## src/rtl/ext_pkg.sv

```systemverilog
// Shared constants for the immediate extension pipeline: extension-mode encodings.
package ext_pkg;

    localparam int EOP_W = 3;

    typedef enum logic [EOP_W-1:0] {
        EXT_SIGN = 3'b000,
        EXT_ZERO = 3'b001,
        EXT_LUI  = 3'b010,
        EXT_BR   = 3'b011,
        EXT_SHV  = 3'b100
    } ext_op_e;

endpackage

```

## src/rtl/ext_core.sv

```systemverilog
// Combinational extension datapath: mode select, shifts and optional overflow flag.
// Overflow detection is built only when EXT_OVF_FLAG_EN is defined.
module ext_core
    import ext_pkg::*;
#(
    parameter int IMM_W  = 16,
    parameter int DATA_W = 32,
    parameter int SH_W   = $clog2(DATA_W)
) (
    input  logic [IMM_W-1:0]  imm,
    input  logic [EOP_W-1:0]  eop,
    input  logic [SH_W-1:0]   shamt,
    output logic [DATA_W-1:0] data,
    output logic              ovf
);

    logic [DATA_W-1:0] sx;
    logic [DATA_W-1:0] shv;

    always_comb begin
        sx   = DATA_W'($signed(imm));
        shv  = '0;
        data = '0;
        ovf  = 1'b0;
        case (ext_op_e'(eop))
            EXT_SIGN: data = sx;
            EXT_ZERO: data = DATA_W'(imm);
            EXT_LUI:  data = DATA_W'(imm) << (DATA_W - IMM_W);
            EXT_BR: begin
                shv  = sx << 2;
                data = shv;
`ifdef EXT_OVF_FLAG_EN
                // shifting back must reproduce the operand if nothing significant was lost
                ovf  = (DATA_W'($signed(shv) >>> 2) != sx);
`endif
            end
            EXT_SHV: begin
                shv  = sx << shamt;
                data = shv;
`ifdef EXT_OVF_FLAG_EN
                ovf  = (DATA_W'($signed(shv) >>> shamt) != sx);
`endif
            end
            default: ;
        endcase
    end

endmodule

```

## src/rtl/ext_pipe.sv

```systemverilog
// Two-stage valid/ready immediate extension pipeline: s0 holds request fields,
// s1 holds the extended result. Optional overflow flag via EXT_OVF_FLAG_EN.
module ext_pipe
    import ext_pkg::*;
#(
    parameter int IMM_W  = 16,
    parameter int DATA_W = 32,
    parameter int SH_W   = $clog2(DATA_W)
) (
    input  logic              clk,
    input  logic              reset,
    input  logic              in_valid,
    output logic              in_ready,
    input  logic [IMM_W-1:0]  imm,
    input  logic [EOP_W-1:0]  eop,
    input  logic [SH_W-1:0]   shamt,
    output logic              out_valid,
    input  logic              out_ready,
    output logic [DATA_W-1:0] out_data,
    output logic              out_ovf
);

    typedef struct packed {
        logic [IMM_W-1:0] imm;
        logic [EOP_W-1:0] eop;
        logic [SH_W-1:0]  shamt;
    } s0_t;

    // vld_pipe[0] = s0_valid, vld_pipe[1] = s1_valid
    logic [1:0]        vld_pipe;
    s0_t               s0;
    logic [DATA_W-1:0] s1_data;
    logic              s1_ovf;
    logic [DATA_W-1:0] core_data;
    logic              core_ovf;
    logic              s1_load;
    logic              in_fire;
    logic              out_fire;

    assign s1_load   = vld_pipe[0] && (!vld_pipe[1] || out_ready);
    assign in_ready  = !vld_pipe[0] || !vld_pipe[1] || out_ready;
    assign in_fire   = in_valid && in_ready;
    // no downstream handshake may complete during a reset cycle
    assign out_valid = vld_pipe[1] && !reset;
    assign out_fire  = out_valid && out_ready;
    assign out_data  = s1_data;
    assign out_ovf   = s1_ovf;

    ext_core #(
        .IMM_W  (IMM_W),
        .DATA_W (DATA_W),
        .SH_W   (SH_W)
    ) u_core (
        .imm   (s0.imm),
        .eop   (s0.eop),
        .shamt (s0.shamt),
        .data  (core_data),
        .ovf   (core_ovf)
    );

    always_ff @(posedge clk) begin
        if (reset) begin
            vld_pipe <= '0;
            s0       <= '0;
            s1_data  <= '0;
            s1_ovf   <= 1'b0;
        end else begin
            if (in_fire) begin
                s0.imm   <= imm;
                s0.eop   <= eop;
                s0.shamt <= shamt;
            end
            vld_pipe[0] <= in_fire || (vld_pipe[0] && !s1_load);
            if (s1_load) begin
                s1_data <= core_data;
                s1_ovf  <= core_ovf;
            end
            vld_pipe[1] <= s1_load || (vld_pipe[1] && !out_fire);
        end
    end

endmodule

```

## config.mk

```make
export PLATFORM = sky130hd
export DESIGN_NAME = ext_pipe
export DESIGN_NICKNAME = d
export VERILOG_FILES = /design/src/rtl/ext_pkg.sv /design/src/rtl/ext_core.sv /design/src/rtl/ext_pipe.sv
export SDC_FILE = /design/constraint.sdc
export NUM_CORES = 1
export LEC_CHECK = 0
export CAP_MARGIN = 20
export CORE_MARGIN = 2
export CORE_UTILIZATION = 40
export DETAILED_ROUTE_END_ITERATION = 8
export HOLD_SLACK_MARGIN = 0.15
export MAX_ROUTING_LAYER = met4
export SYNTH_ARGS = -nofsm -noshare
export SYNTH_HDL_FRONTEND = slang
export SYNTH_SLANG_ARGS = --single-unit
export TNS_END_PERCENT = 30
```

## constraint.sdc

```tcl
create_clock -name clk -period 3.8 [get_ports clk]
set_input_delay 0.76 -clock clk [delete_from_list [all_inputs] [get_ports clk]]
set_output_delay 0.76 -clock clk [all_outputs]
set_load 0.05 [all_outputs]
```

### Word level (Yosys, flattened, before mapping)

Cells that the tools add are included.

* input bits: 28
* register bits: 58

* equality and inequality tests: 4
* muxes and demuxes: 1
* reductions and logical operators: 17
* shifts and indexed selects: 1

Operators by type and width (count)
* one-hot mux 32 bit (5 select lines): 1
* << shifter 32 x 5 -> 32 bit: 1
* equality test 3 x 2 -> 1 bit, second input constant: 2
* logical AND 1 bit: 6
* logical NOT 1 bit: 5
* logical OR 1 bit: 5
* equality test 3 x 1 -> 1 bit, second input constant: 1
* equality test 3 bit, second input constant: 1
* logical NOT 3 bit: 1

### Logic depth before layout (Yosys ltp)

Gate-level depths: netlist of the first run.

* depth in word-level cells: 6
* depth in mapped cells: 8
* depth with buffers taken out: 5

### Modules after synthesis

From an unflattened synthesis of the first run, not the netlist that was laid out.

* cell total of the unflattened synthesis: 524
* area total of the unflattened synthesis: 4509.3 um2

By module, submodules not included
* ext_pipe: area each 2442.3 um2, cells an instance 266, times used 1
* ext_core: area each 2067.0 um2, cells an instance 258, times used 1

### Worst setup path before layout of the first run

Ideal clock, no wire load.

* path kind: input to output
* from: input port reset
* to: output port out_valid
* cell stages on the path: 2
* path buffers: 1
* data required time: 3.040 ns
* arrival: 1.643 ns
* setup slack: 1.397 ns
* path through: clkbuf_1 -> nor2b_1

* cells in the longest elaborated chain, start to end: 2

RTL lines
* start, declared: line ext_pipe.sv:11 `input logic reset,`
* logical NOT 1 bit: line ext_pipe.sv:44 `assign out_valid = vld_pipe[1] && !reset;`
* logical AND 1 bit: line ext_pipe.sv:44
* end, declared: line ext_pipe.sv:17 `output logic out_valid,`

Every way passes these cells.

### Worst setup path in the final report of the first run

* from: input port out_ready
* to: output port in_ready

* cells in the longest elaborated chain, start to end: 1

RTL lines
* start, declared: line ext_pipe.sv:18 `input logic out_ready,`
* logical OR 1 bit: line ext_pipe.sv:41 `assign in_ready = !vld_pipe[0] || !vld_pipe[1] || out_ready;`
* end, declared: line ext_pipe.sv:13 `output logic in_ready,`

Every way passes these cells.

==> flow_summary_export.csv, run 1 <==
group,metric,value,unit
cts,cts_tree,"built",
power,seq_power_share,41.6,%
power,pwr-share-clk,35.0,%
job,drv_cap,0,
sta,rsz0062_at_grt,"false",
placement,port_buffers,61,
final_layout,nFillCells,1035,
power,p_comb_share,23.4,%
power,p_per_area,331.8,nW/um^2
min_path,hold_path.class,"flip-flop to flip-flop",
die,coreArea,10230,sq um
synth,async_reset_ff_share,0,%
worst_setup_path,start_kind,"primary input",
die,ioPinCount,63,
cts,cts_buffer_depth,2,
synth,ys_types,67,
cts,htreeDepth,3,
die,initial_core_util,40.69,%
die,die_w,106.0,um
synth,synth_top_family_by_area,"compound AO/OA/AOI/OAI gates",
synth,synth_mux_area_share,14.55,%
power,p_int,1.086,mW
global_route,grt_max_degree,58,
die,dieHeight,106.0,um
sta,maxSlewHeadroom,41.34,%
sta,hold_viol,0,
synth,synth_edf_count,0,
die,rows,37,
worst_setup_path,worst_ep_arrival_time,2.36,ns
power,peakVddDrop,0.0001552,V
sta,final-setup-viol-count,0,
synth,synthFlopType,"dfxtp_1",
worst_setup_path,criticalPathCategory,"primary input to output pin",
cts,numCtsBuffers,9,
synth,synth-compound-area-share,29.82,%
synth,yosys.area_share.adder,0,%
power,switching_share,33.62,%
cts,cts_setup_buffers,0,
die,dieArea,11240,sq um
final_layout,syn_to_final_growth,18.40,%
sta,setup-tns-final,0,ns
synth,postSynthAreaPerCell,7.869,sq um
drt,drtPass1Iterations,5,
synth,synthCells,529,
sta,clock_skew,0.01060,ns
cts,root_buffer,"clkbuf_8",
drt,dr_total_vias,4259,
drt,drc,0,
synth,synth-xor-area-share,0,%
final_layout,multi_input_area,2668,sq um
global_route,grt_pass1_vias,3897,
sta,max_freq,320.6,MHz
global_route,grt_overflow_total,0,
power,switchingPower,0.5499,mW
worst_setup_path,cp_data_required_time,3.04,ns
worst_setup_path,end_kind,"output pin",
drt,vias_per_cell,6.128,
sta,whs,0.4592,ns
global_route,grt_first_pass_wirelength,22790,um
final_layout,register_area,1161,sq um
synth,syn-num-nets,557,
drt,drt-initial-drc-count,484,
cts,hold_buffers,0,
global_route,track_usage,27.13,%
final_layout,antenna_cells,0,
sta,worst_pin_slew,0.8787,ns
final_layout,fin_nets,582,
sta,post-route-min-period,3.119,ns
cts,clock_latency,0.35,ns
global_route,antenna_found_initial,0,
synth,yosysWarnings,0,
synth,yosysSeqAreaShare,27.89,%
synth,synth_simple_gate_area_share,19.63,%
worst_setup_path,cp_max_fo,7,
drt,wirelength,14540,um
drt,ant_nets,0,
run_status,status,"complete, no violations",
power,p_leak,1.624,nW
placement,gp_congestion,0.9719,
cts,clkTransAtPathRegs,0.07,ns
cts,cts_num_sinks,58,
synth,synth_seq_cells,58,
cts,cts_resized,0,
final_layout,post_route_cells_drive_above_1_share,10.91,%
placement,hpwlAfterDp,10300,um
sta,maxSlewViolCount,0,
drt,wl_per_cell,20.91,um
synth,synth_area,4163,sq um
sta,period_share,82.07,%
[routing by layer]
layer	global-route usage (%)	part of all wire, %	routed length [um]	vias to the layer above
li1	-	-	-	1986
met3	4.844	9.0	1311	31
met5	-	0	0	-
met1	36.58	43	6310	2022
met2	41.06	45	6511	220
met4	9.586	2.8	401	0
[worst max-delay path: stages]
cell	delay, ns
clkdlybuf4s50_1	0.47
nor2b_1	0.05
buf_4	0.16
nand2_1	0.10
clkdlybuf4s50_1	0.82
[power groups by stage]
stage / Combinational [mW] / Sequential (mW) / Clock (mW)
after floorplan: 0.262 / 0.686 / 0
after global placement: 0.376 / 0.692 / 0
after detailed placement: 0.376 / 0.693 / 0
after CTS: 0.378 / 0.679 / 0.580
after global routing: 0.411 / 0.685 / 0.609
final: 0.384 / 0.680 / 0.572
[sequential cells by signal, summed over array words and instances, names as in the netlist]
name	count
vld_pipe	2
out_data	32
s0	24
[final timing paths]
check,from,to,slack (ns),cells past startpoint
setup reg to reg,s0[5],out_data[21],1.34,5
hold / removal,s0[0],s0[0],0.46,2
setup / recovery,out_ready,in_ready,0.68,5
hold reg to reg,s0[0],s0[0],0.46,2
[kinds of logic (layout without fill, tap and decap cells)]
group                  count (synthesis)  after routing
multiplexers                          40             40
AO/OA/AOI/OAI                        186            186
flip-flops                            58             58
buffers and inverters                 71            101
AND/OR/NAND/NOR                      173            173
other                                  1              1
[layout make-up]
cell class | instances | area share (%)
sequential | 58 | 23.56
timing repair buffer | 74 | 14.27
clock buffer | 11 | 2.666
tap | 136 | 3.453
inverter | 11 | 0.8378
clock inverter | 5 | 1.092
multi-input combinational | 400 | 54.13
[cell usage in the layout, fill, tap and decap left out, types with 3 or more instances in the layout]
cell and instances:
mux2i_1 20, nor2_1 25, dfxtp_1 58, a21o_1 8, a22oi_1 13, nand3_1 8, clkdlybuf4s50_1 60, a22o_1 18
a221oi_1 6, mux4_2 16, o21ai_1 3, a211oi_1 12, buf_4 13, nand2_1 102, and2_1 3, clkbuf_8 9
nor2b_1 7, o21ai_0 15, clkinv_2 3, nor3_1 5, mux2_2 4, o22ai_1 10, inv_1 9, or3_1 4
a21oi_1 67, a31oi_1 5, o21a_1 3
[synth_stat cells (3+ instances only)]
| library cell | count | share of area, % |
|---|---|---|
| o22ai_1 | 10 | 1.5 |
| dfxtp_1 | 58 | 28 |
| buf_4 | 6 | 1.1 |
| buf_1 | 5 | 0.45 |
| a211oi_1 | 12 | 2.2 |
| buf_2 | 16 | 1.9 |
| inv_1 | 9 | 0.81 |
| a22oi_1 | 13 | 2.3 |
| o21ai_0 | 15 | 1.8 |
| nand2_1 | 102 | 9.2 |
| o21a_1 | 3 | 0.54 |
| nor2b_1 | 7 | 1.1 |
| nor3_1 | 5 | 0.60 |
| mux2i_1 | 20 | 4.8 |
| nor2_1 | 25 | 2.3 |
| a221oi_1 | 6 | 1.3 |
| mux4_2 | 16 | 8.7 |
| mux2_2 | 4 | 1.1 |
| a21o_1 | 8 | 1.4 |
| buf_6 | 3 | 0.81 |
| a22o_1 | 18 | 3.8 |
| and2_1 | 3 | 0.45 |
| o21ai_1 | 3 | 0.36 |
| or3_1 | 4 | 0.60 |
| a21oi_1 | 67 | 8.1 |
| clkbuf_1 | 28 | 2.5 |
| a31oi_1 | 5 | 0.75 |
| nand3_1 | 8 | 0.96 |
[through the flow]
| step | worst slack [ns] | total power, mW | utilization [%] | area, sq um | std cells |
|---|---|---|---|---|---|
| 2_1_floorplan | 1.397 | 0.9473 | - | 4163 | 529 |
| 3_3_place_gp | 0.7028 | 1.068 | 46.36 | 4743 | 679 |
| 3_5_place_dp | 0.6833 | 1.069 | 46.36 | 4743 | 679 |
| 4_1_cts | 0.6767 | 1.637 | 48.17 | 4928 | 695 |
| 5_1_grt | 0.6297 | 1.705 | 48.17 | 4928 | 695 |
| 6_report | 0.6813 | 1.636 | 48.17 | 4928 | 695 |
(Power assumes the default switching activity.)
==> inputs of run 2 (changes only) <==
==> constraint.sdc (replaced) <==
create_clock -name clk -period 2.9 [get_ports clk]
set_input_delay 0.58 -clock clk [delete_from_list [all_inputs] [get_ports clk]]
set_output_delay 0.58 -clock clk [all_outputs]
set_load 0.05 [all_outputs]
==> flow_summary_export.csv, run 2 (synthesis results as in run 1) <==
group,metric,value,unit
worst_setup_path,criticalPathCategory,"flip-flop to flip-flop",
power,peakVddDrop,0.0002160,V
die,initial_core_util,40.69,%
final_layout,final_cell_mix,"nand2_1 (102), a21oi_1 (67), clkdlybuf4s50_1 (59)",
drt,wirelength,15420,um
placement,hpwlAfterDp,11490,um
global_route,grt_max_degree,57,
final_layout,syn_to_final_growth,21.46,%
power,pwr-share-clk,33.9,%
drt,drc,0,
drt,drt-initial-drc-count,448,
job,drv_cap,0,
power,switchingPower,0.7015,mW
cts,cts_resized,0,
drt,wl_per_cell,21.71,um
sta,clock_skew,0.006828,ns
global_route,grt_overflow_total,0,
worst_setup_path,cp_max_fo,14,
worst_setup_path,cp_data_required_time,3.10,ns
placement,place_inst,697,
cts,cts_setup_buffers,0,
final_layout,largest_reg_flops,32,
cts,cts_tree,"built",
min_path,hold_path.class,"flip-flop to flip-flop",
sta,max_freq,410.1,MHz
worst_setup_path,critPathLaunch,"s0[1]",
power,p_leak,1.707,nW
sta,rsz0062_at_grt,"false",
cts,cts_num_sinks,58,
drt,vias_per_cell,6.180,
die,rows,37,
final_layout,fin_nets,600,
cts,cts_buffer_depth,2,
die,dieHeight,106.0,um
final_layout,post_route_cells_drive_above_1_share,13.76,%
global_route,grt_first_pass_wirelength,23650,um
global_route,antenna_found_initial,0,
die,die_w,106.0,um
worst_setup_path,crit_path_max_incr_delay,0.69,ns
worst_setup_path,worstSetupEndpoint,"out_data[15]",
power,switching_share,32.66,%
worst_setup_path,r2r_cells,5,
sta,maxSlewViolCount,0,
sta,period_share,84.08,%
power,p_int,1.447,mW
cts,htreeDepth,3,
global_route,track_usage,28.47,%
global_route,grt_pass1_vias,4033,
run_status,status,"complete, no violations",
worst_setup_path,crit_chain,"mux4_2, mux2i_1, nor2_1, a31oi_1, a211oi_1",
drt,dr_total_vias,4388,
final_layout,instances_no_fill,710,
worst_setup_path,r2r_slack,0.46,ns
die,coreArea,10230,sq um
die,ioPinCount,63,
placement,gp_congestion,0.9736,
worst_setup_path,crit_family,"multiplexers",
cts,numCtsBuffers,9,
die,dieArea,11240,sq um
power,seq_power_share,41.6,%
cts,root_buffer,"clkbuf_8",
cts,hold_buffers,0,
worst_setup_path,slowest_stage,"dfxtp_1",
drt,drtPass1Iterations,5,
sta,setup-tns-final,0,ns
final_layout,register_area,1161,sq um
final_layout,nFillCells,1021,
worst_setup_path,end_kind,"flip-flop",
final_layout,final_common_cell,"nand2_1",
sta,worst_pin_slew,0.6530,ns
final_layout,multi_input_area,2668,sq um
worst_setup_path,worst-path-stages,5,
worst_setup_path,cp.buffers_inverters,0,
sta,worst_slack,0.4618,ns
sta,hold_viol,0,
sta,post-route-min-period,2.438,ns
worst_setup_path,timing.rr.end,"out_data[15]",
final_layout,antenna_cells,0,
sta,maxSlewHeadroom,55.22,%
drt,ant_nets,0,
power,p_total,2.148,mW
power,p_per_area,424.9,nW/um^2
final_layout,postLayoutCellArea,5056,sq um
placement,place_area,4876,sq um
sta,final-setup-viol-count,0,
worst_setup_path,r2r-start,"s0[1]",
final_layout,post-route-util,49.42,%
worst_setup_path,worst_ep_arrival_time,2.64,ns
cts,clock_latency,0.34,ns
cts,clkTransAtPathRegs,0.06,ns
worst_setup_path,start_kind,"flip-flop",
placement,pre_cts_ws,0.3825,ns
sta,whs,0.4505,ns
placement,port_buffers,61,
power,p_comb_share,24.5,%
-- run 2: worst min path at each step --
stage | depth (start not counted) | slack, ns | from | to
global placement | 1 | 0.43 | out_data[27] | out_data[27]
CTS | 1 | 0.46 | out_data[27] | out_data[27]
floorplan | 2 | 0.48 | vld_pipe[1] | vld_pipe[1]
finish | 1 | 0.45 | out_data[27] | out_data[27]
global route | 1 | 0.49 | out_data[27] | out_data[27]
detailed placement | 1 | 0.44 | out_data[27] | out_data[27]
-- run 2: final cells by class --
cell class / instances / area share (%)
Clock buffer: 10 / 2.722
Clock inverter: 3 / 0.8414
Inverter: 11 / 0.8166
Multi-Input combinational cell: 400 / 52.76
Sequential cell: 58 / 22.96
Tap cell: 136 / 3.365
Timing Repair Buffer: 92 / 16.53
-- run 2: metal layers --
layer / routed length [um] / vias up / part of all wire [%] / global-route usage [%]
li1: - / 2024 / - / -
met1: 6885 / 2107 / 45 / 38.68
met2: 6853 / 221 / 44 / 43.27
met3: 1205 / 36 / 7.8 / 5.028
met4: 471 / 0 / 3.1 / 9.023
met5: 0 / - / 0 / -
-- run 2: power by group through the flow --
stage / combinational [mW] / clock [mW] / sequential, mW
floorplan: 0.343 / 0 / 0.898
global placement: 0.518 / 0 / 0.910
detailed placement: 0.517 / 0 / 0.910
CTS: 0.518 / 0.744 / 0.892
global route: 0.559 / 0.780 / 0.898
finish: 0.526 / 0.728 / 0.894
-- run 2: worst register-to-register path: cells and delay by family, from the launching register on --
family           cells  cell delay [ns]
AO/OA/AOI/OAI        2             0.34
multiplexers         2             1.11
AND/OR/NAND/NOR      1             0.14
flip-flops           1             0.69
==> inputs of run 3 (changes only) <==
==> constraint.sdc (replaced) <==
create_clock -name clk -period 2.18 [get_ports clk]
set_input_delay 0.436 -clock clk [delete_from_list [all_inputs] [get_ports clk]]
set_output_delay 0.436 -clock clk [all_outputs]
set_load 0.05 [all_outputs]
==> flow_summary_export.csv, run 3 (synthesis results as in run 1) <==
group,metric,value,unit
sta,final-setup-viol-count,0,
min_path,hold_start,"reset",
power,p_int,1.975,mW
cts,numCtsBuffers,9,
drt,dr_total_vias,4391,
die,initial_core_util,40.69,%
cts,cts_num_sinks,58,
final_layout,final_common_cell,"nand2_1",
drt,wirelength,15660,um
sta,worst_pin_slew,0.8129,ns
global_route,grt_max_degree,36,
power,p_comb_share,24.9,%
power,p_total,2.963,mW
drt,wl_per_cell,21.54,um
global_route,grt_first_pass_wirelength,24550,um
worst_setup_path,crit_path_max_incr_delay,0.64,ns
worst_setup_path,end_kind,"flip-flop",
final_layout,fin_nets,614,
cts,hold_buffers,0,
worst_setup_path,r2r_cells,5,
final_layout,final_cell_mix,"nand2_1 (102), a21oi_1 (67), clkdlybuf4s50_1 (58), dfxtp_1 (58), buf_4 (43)",
die,dieArea,11240,sq um
worst_setup_path,r2r_slack,0.1,ns
drt,drtPass1Iterations,5,
power,switching_share,33.36,%
cts,cts_setup_buffers,0,
cts,cts_resized,0,
power,pwr-share-clk,35.2,%
sta,period_share,95.45,%
drt,wl_met2,7162,um
power,switchingPower,0.9885,mW
worst_setup_path,criticalPathCategory,"flip-flop to flip-flop",
sta,maxSlewHeadroom,45.81,%
drt,wl_met3,1224,um
drt,ant_nets,0,
sta,setup-tns-final,0,ns
global_route,antenna_found_initial,0,
min_path,hold_path.class,"primary input to flip-flop",
final_layout,post-route-util,51.07,%
sta,max_freq,480.6,MHz
power,p_leak,1.795,nW
global_route,track_usage,29.74,%
job,drv_cap,0,
run_status,status,"complete, no violations",
worst_setup_path,r2r-start,"s0[0]",
min_path,hold_end,"vld_pipe[0]",
worst_setup_path,cp_data_required_time,2.41,ns
sta,post-route-min-period,2.081,ns
sta,maxSlewViolCount,0,
drt,drt-initial-drc-count,418,
placement,port_buffers,61,
power,seq_power_share,39.9,%
drt,vias_per_cell,6.040,
final_layout,largest_reg_flops,32,
global_route,grt_overflow_total,0,
die,die_w,106.0,um
cts,clkTransAtPathRegs,0.07,ns
power,peakVddDrop,0.0003077,V
worst_setup_path,start_kind,"flip-flop",
worst_setup_path,slowest_stage,"mux4_2",
drt,drc,0,
cts,clock_latency,0.35,ns
drt,drt-met1-wl,6926,um
sta,clock_skew,0.007067,ns
die,ioPinCount,63,
worst_setup_path,cp_max_fo,27,
sta,rsz0062_at_grt,"false",
worst_setup_path,worst_ep_arrival_time,2.31,ns
placement,hpwlAfterDp,11570,um
worst_setup_path,timing.rr.end,"out_data[6]",
cts,cts_tree,"built",
drt,highest_layer,"met4",
final_layout,post_route_cells_drive_above_1_share,16.07,%
final_layout,antenna_cells,0,
die,coreArea,10230,sq um
global_route,grt_pass1_vias,4159,
worst_setup_path,cp.buffers_inverters,1,
sta,hold_viol,0,
worst_setup_path,crit_family,"multiplexers",
placement,gp_congestion,1.065,
worst_setup_path,crit_chain,"buf_12, mux4_2, mux2_2, a221oi_1, nor3_1",
die,dieHeight,106.0,um
cts,cts_buffer_depth,2,
final_layout,syn_to_final_growth,25.52,%
die,rows,37,
cts,htreeDepth,3,
min_path,worstHoldPathCells,2,
power,p_per_area,567.2,nW/um^2
cts,root_buffer,"clkbuf_8",
-- run 3: cell types whose count changed in the layout (fill, tap and decap cells not counted) --
cell,before,now
buf_12,0,4
buf_4,32,43
clkbuf_1,0,2
clkdlybuf4s50_1,59,58
clkinv_4,0,1
-- run 3: metal layers --
layer	global-route usage [%]	up-vias
met5	-	-
met1	41.94	2113
li1	-	2053
met4	8.271	0
met2	44.47	197
met3	4.660	28
-- run 3: worst max-delay path by stage --
stage	startpoint	slack (ns)	end	cells past startpoint
6_report	s0[0]	0.1	out_data[6]	5
5_1_grt	s0[0]	0.02	out_data[6]	5
4_1_cts	s0[0]	0.09	out_data[6]	5
3_5_place_dp	out_ready	-0.03	out_data[24]	7
3_3_place_gp	out_ready	-0.04	out_data[24]	7
2_1_floorplan	out_ready	0.27	s0[23]	8
-- run 3: power groups by stage --
stage | logic [mW] | registers, mW | clock network [mW]
3_5_place_dp | 0.727 | 1.21 | 0
5_1_grt | 0.790 | 1.19 | 1.11
4_1_cts | 0.730 | 1.18 | 1.06
3_3_place_gp | 0.728 | 1.20 | 0
6_report | 0.738 | 1.18 | 1.04
2_1_floorplan | 0.456 | 1.20 | 0
-- run 3: cell type report --
| type | count | area, sq um |
|---|---|---|
| well taps | 136 | 170.2 |
| repair buffers | 106 | 988.4 |
| multi-input cells | 400 | 2668 |
| clock inverters | 4 | 51.30 |
| inverters | 11 | 41.29 |
| clock buffers | 12 | 145.1 |
| fillers | 1035 | 5006 |
| flip-flops and latches | 58 | 1161 |
-- run 3: per-stage QoR --
stage | hold slack, ns | cell area (sq um) | std cells | worst slack, ns
floorplan | 0.4775 | 4163 | 529 | 0.2664
global placement | 0.4340 | 5029 | 711 | -0.04183
detailed placement | 0.4423 | 5029 | 711 | -0.03258
CTS | 0.3296 | 5225 | 727 | 0.08660
global route | 0.3395 | 5225 | 727 | 0.01945
finish | 0.3298 | 5225 | 727 | 0.09927
